`config.mk`:
```
export PLATFORM = sky130hd
export DESIGN_NAME = spart_word_if
export DESIGN_NICKNAME = d
export VERILOG_FILES = /design/src/rtl/spart_word_if.sv
export SDC_FILE = /design/constraint.sdc
export NUM_CORES = 1
export LEC_CHECK = 0
export CORE_ASPECT_RATIO = 1.4
export CORE_MARGIN = 2
export CORE_UTILIZATION = 48
export DETAILED_ROUTE_END_ITERATION = 16
export GPL_TIMING_DRIVEN = 0
export PLACE_DENSITY = 0.8
export SLEW_MARGIN = 0
export SYNTH_ARGS = -nofsm -noshare
export SYNTH_HDL_FRONTEND = slang
export SYNTH_SLANG_ARGS = --single-unit
export TNS_END_PERCENT = 30
```
`constraint.sdc`:
```
create_clock -name clk -period 2 [get_ports clk]
set_input_delay 0.3 -clock clk [delete_from_list [all_inputs] [get_ports clk]]
set_output_delay 0.3 -clock clk [all_outputs]
set_load 0.01 [all_outputs]
```
`src/rtl/spart_word_if.sv`:
```
// 32-bit word adapter over a byte-wide SPART: little-endian byte serializer on TX,
// byte assembler with overrun and inter-byte timeout detection on RX.
module spart_word_if #(
    parameter int TIMEOUT_CYCLES = 50000
) (
    input  logic        clk,
    input  logic        rst_n,
    input  logic        word_snd,
    input  logic [31:0] word_tx,
    output logic        tx_busy,
    output logic        byte_send,
    output logic [7:0]  byte_tx,
    input  logic        tbr,
    input  logic        rda,
    input  logic [7:0]  byte_rx,
    output logic        byte_ack,
    output logic [31:0] word_rx,
    output logic        word_valid,
    input  logic        word_ack,
    output logic        rx_err
);

    localparam int TW = $clog2(TIMEOUT_CYCLES + 1);

    typedef enum logic [1:0] {
        TX_IDLE,
        TX_WAIT_TBR,
        TX_SEND,
        TX_GUARD
    } tx_state_t;

    tx_state_t        tx_state;
    logic [1:0]       tx_idx;
    logic [3:0][7:0]  tx_word;

    always_ff @(posedge clk) begin
        if (!rst_n) begin
            tx_state  <= TX_IDLE;
            tx_idx    <= 2'd0;
            tx_word   <= '0;
            tx_busy   <= 1'b0;
            byte_send <= 1'b0;
            byte_tx   <= 8'h00;
        end else begin
            byte_send <= 1'b0;
            case (tx_state)
                TX_IDLE: begin
                    if (word_snd) begin
                        tx_word  <= word_tx;
                        tx_idx   <= 2'd0;
                        tx_busy  <= 1'b1;
                        tx_state <= TX_WAIT_TBR;
                    end
                end
                TX_WAIT_TBR: begin
                    // Strobe is registered here so it is high exactly during SEND
                    if (tbr) begin
                        byte_send <= 1'b1;
                        byte_tx   <= tx_word[tx_idx];
                        tx_state  <= TX_SEND;
                    end
                end
                TX_SEND: tx_state <= TX_GUARD;
                TX_GUARD: begin
                    if (tx_idx == 2'd3) begin
                        tx_busy  <= 1'b0;
                        tx_state <= TX_IDLE;
                    end else begin
                        tx_idx   <= tx_idx + 2'd1;
                        tx_state <= TX_WAIT_TBR;
                    end
                end
                default: tx_state <= TX_IDLE;
            endcase
        end
    end

    logic             rda_q;
    logic             rx_rise;
    logic [1:0]       rx_idx;
    logic [2:0][7:0]  rx_slot;
    logic [TW-1:0]    rx_timer;

    assign rx_rise = rda & ~rda_q;

    always_ff @(posedge clk) begin
        if (!rst_n) begin
            rda_q      <= 1'b0;
            rx_idx     <= 2'd0;
            rx_slot    <= '0;
            rx_timer   <= '0;
            byte_ack   <= 1'b0;
            word_rx    <= 32'h0;
            word_valid <= 1'b0;
            rx_err     <= 1'b0;
        end else begin
            rda_q    <= rda;
            byte_ack <= rx_rise;
            if (word_ack) begin
                word_valid <= 1'b0;
                rx_err     <= 1'b0;
            end
            if (rx_rise) begin
                rx_timer <= '0;
                if (rx_idx == 2'd3) begin
                    rx_idx <= 2'd0;
                    // A same-cycle ack frees the holding register for the new word
                    if (!word_valid || word_ack) begin
                        word_rx    <= {byte_rx, rx_slot[2], rx_slot[1], rx_slot[0]};
                        word_valid <= 1'b1;
                    end else begin
                        rx_err <= 1'b1;
                    end
                end else begin
                    rx_slot[rx_idx] <= byte_rx;
                    rx_idx          <= rx_idx + 2'd1;
                end
            end else if (rx_idx != 2'd0) begin
                if (rx_timer == TW'(TIMEOUT_CYCLES)) begin
                    rx_idx   <= 2'd0;
                    rx_timer <= '0;
                    rx_err   <= 1'b1;
                end else begin
                    rx_timer <= rx_timer + TW'(1);
                end
            end else begin
                rx_timer <= '0;
            end
        end
    end

endmodule

```
==> results.yml <==
hold_path:
  min_from: "tbr"
  hold_class: "input port to flop"
  min_to: "byte_tx[5]"
  holdPathStages: 3
synthesis:
  synth_top_cell_by_area: "dfxtp_1"
  ys.flop_type: "dfxtp_1"
  synth_edf_count: 0
  synth_most_common_cell: "nand2_1"
  synthCells: 594
  yosysWarnings: 0
  synth_top_cell_area_share: 0.501
  synth_top_family_by_area: "simple AND/OR/NAND/NOR gates"
  synth_mux_area_frac: 0.0384
  syn_area_um2: 4950
  synth_common_cells: "nand2_1 (199), dfxtp_1 (124), a21oi_1 (104), clkbuf_1 (25), nand3_1 (13)"
  syn-mean-instance-area_um2: 8.34
  synthSimpleGateAreaFrac: 0.248
  ys_types: 39
  synth_xor_area_frac: 0.0212
  synthArstFlopShare: 0
  synth_compound_area_frac: 0.125
  synth_area_leaders: "dfxtp_1 (50%), nand2_1 (15%), a21oi_1 (11%)"
  synth_fp_nets: 651
  synth-seq-area-share: 0.501
  synth-seq-cells: 124
  yosys.area_share.adder: 0.0278
clock_tree:
  h-tree-depth: 4
  clkTransAtPathRegs_ns: 0.06
  cts_resized: 0
  hold_buffers: 0
  cts_tree: "built"
  clock_latency_ns: 0.41
  cts_buffer_depth: 2
  clock-sinks: 124
  clockRootBuffer: "clkbuf_16"
  cts_setup_buffers: 0
  cts-buffers-inserted: 17
cells_and_area:
  layout.nets: 759
  insertedDiodeCount: 0
  area_growth_syn_to_layout_pct: 33.9
  design_area_um2: 6630
  stdcell_count: 850
  layout-drive-gt1-share: 0.0881
critical_path:
  worst_r2r_path_depth: 7
  cp.depth: 7
  critPathCaptureType: "flop"
  rr_startpoint: "rx_idx[0]"
  cp.arrival_ns: 2.18
  cp_top_family: "simple AND/OR/NAND/NOR gates"
  slowest_stage: "or3_1"
  rr_endpoint: "rx_timer[12]"
  crit_required_ns: 2.35
  crit_top_cell: "buf_6"
  cp_cell_sequence: "inv_1 > ha_1 > or3_1 > nand2b_1 > buf_6 > buf_6 > nor2_4"
  worst-path-buf-inv: 3
  criticalPathCategory: "flop to flop"
  r2r_setup_slack_ns: 0.17
  critical_path.max_fanout: 10
  start_kind: "flop"
  crit_path_max_incr_delay_ns: 0.43
route:
  viasPerCell: 5.32
  dr.pass1.iters: 5
  via_count: 4521
  wl_mm: 12.4
  drtIter0Drc: 240
  drc: 0
  drtAntennaViolNets: 0
  wl_per_cell_um: 14.6
power:
  peakVddDrop_mv: 0.745
  p_total_mw: 6.99
  power_density_nw_per_um2: 1050
  static-leakage-power_nw: 2.31
placement:
  placed_cell_area_um2: 6010
  hpwl_mm: 8.86
  port_buffers: 89
  place_inst: 818
  gp_congestion: 0.901
timing:
  fmax_mhz: 547
  period_minus_slack_ns: 1.83
  final_hold_viol_count: 0
  fin_skew_ns: 0.00555
  rsz0062_at_grt: "no"
  hold_ws_ns: 0.316
  setup_viol: 0
  finalMaxSlewViolations: 0
  maxSlewHeadroom: 0.575
  fin_crit_sh: 0.915
  tightest_slew_ns: 0.638
global_route:
  grt_overflow: 0
  grt_usage: 0.224
  grt_first_pass_wirelength_mm: 20.1
  first_global_vias: 4490
  grt_max_degree: 17
  antenna_found_initial: 0
floorplanning:
  coreArea_um2: 9950
  pin_count: 91
  rows: 43
  start_util: 0.498
  die_area_um2: 11200
  die_h_um: 124
  die_w_um: 89.9
flow_run:
  cap_violations: 0
status:
  status: "completed"
## state kept, by name, summed over array words and instances, names as in the netlist, 2 cells and up
register,cells
byte_tx,8
rx_idx,2
rx_slot,24
rx_timer,16
tx_idx,2
tx_state,2
tx_word,32
word_rx,32
## per-stage QoR
stage | TNS [ns] | util | worst slack, ns
detailed placement | -3.61 | 0.604 | -0.165
finish | 0 | 0.666 | 0.171
floorplan | 0 | - | 0.373
global placement | -2.02 | 0.604 | -0.122
CTS | 0 | 0.666 | 0.126
global route | 0 | 0.666 | 0.0356
## report_power, final
part / switching, mW / internal (mW) / total (mW)
combinational: 0.640 / 0.427 / 1.07
clock: 1.12 / 2.03 / 3.14
sequential: 0.114 / 2.66 / 2.77
total: 1.87 / 5.12 / 6.99
## cells in the final DEF, fill, tap and decap left out, types with 4 or more instances in the layout
cell	instances
ha_1	11
nand2_1	199
xnor2_1	5
nor2b_1	5
nor2_1	11
nand3_1	13
o21ai_0	4
dfxtp_1	124
inv_1	10
mux4_2	8
and2_1	7
a21oi_1	104
buf_2	5
nand4_1	9
clkdlybuf4s50_1	89
nor2_4	8
clkbuf_1	22
nand2b_1	4
xor2_1	7
clkbuf_16	17
## routing by layer
metal | share of wire | GRT usage
met4 | 0.040 | 0.127
met1 | 0.37 | 0.221
met2 | 0.53 | 0.411
met5 | 0 | 0
met3 | 0.055 | 0.0684
## layout make-up
cell class,count,area (um2)
Clock inverter,13,164
Fill cell,773,3320
Inverter,11,41.3
Buffer,35,156
Sequential cell,124,2480
Multi-Input combinational cell,424,2280
Clock buffer,19,453
Timing Repair Buffer,89,891
Tap cell,135,169
## worst register-to-register path: stages (launching register included)
cell	delay, ns
dfxtp_1	0.39
inv_1	0.10
ha_1	0.25
or3_1	0.43
nand2b_1	0.18
buf_6	0.14
buf_6	0.17
nor2_4	0.11
## worst max path at each step
| stage | startpoint | to | slack, ns |
|---|---|---|---|
| floorplan | rx_idx[0] | rx_timer[12] | 0.37 |
| global placement | rst_n | word_rx[30] | -0.12 |
| detailed placement | rst_n | word_rx[27] | -0.17 |
| CTS | tx_state[0] | tx_word[12] | 0.13 |
| global route | tx_state[0] | tx_word[17] | 0.04 |
| finish | rx_idx[0] | rx_timer[12] | 0.17 |
## logic make-up after synthesis
logic type,after synthesis
adder cells (fa/ha/maj),11
AO/OA/AOI/OAI,118
AND/OR/NAND/NOR,274
flip-flops,124
multiplexers,9
XOR/XNOR,12
buffers and inverters,46
(Power assumes the default switching activity.)
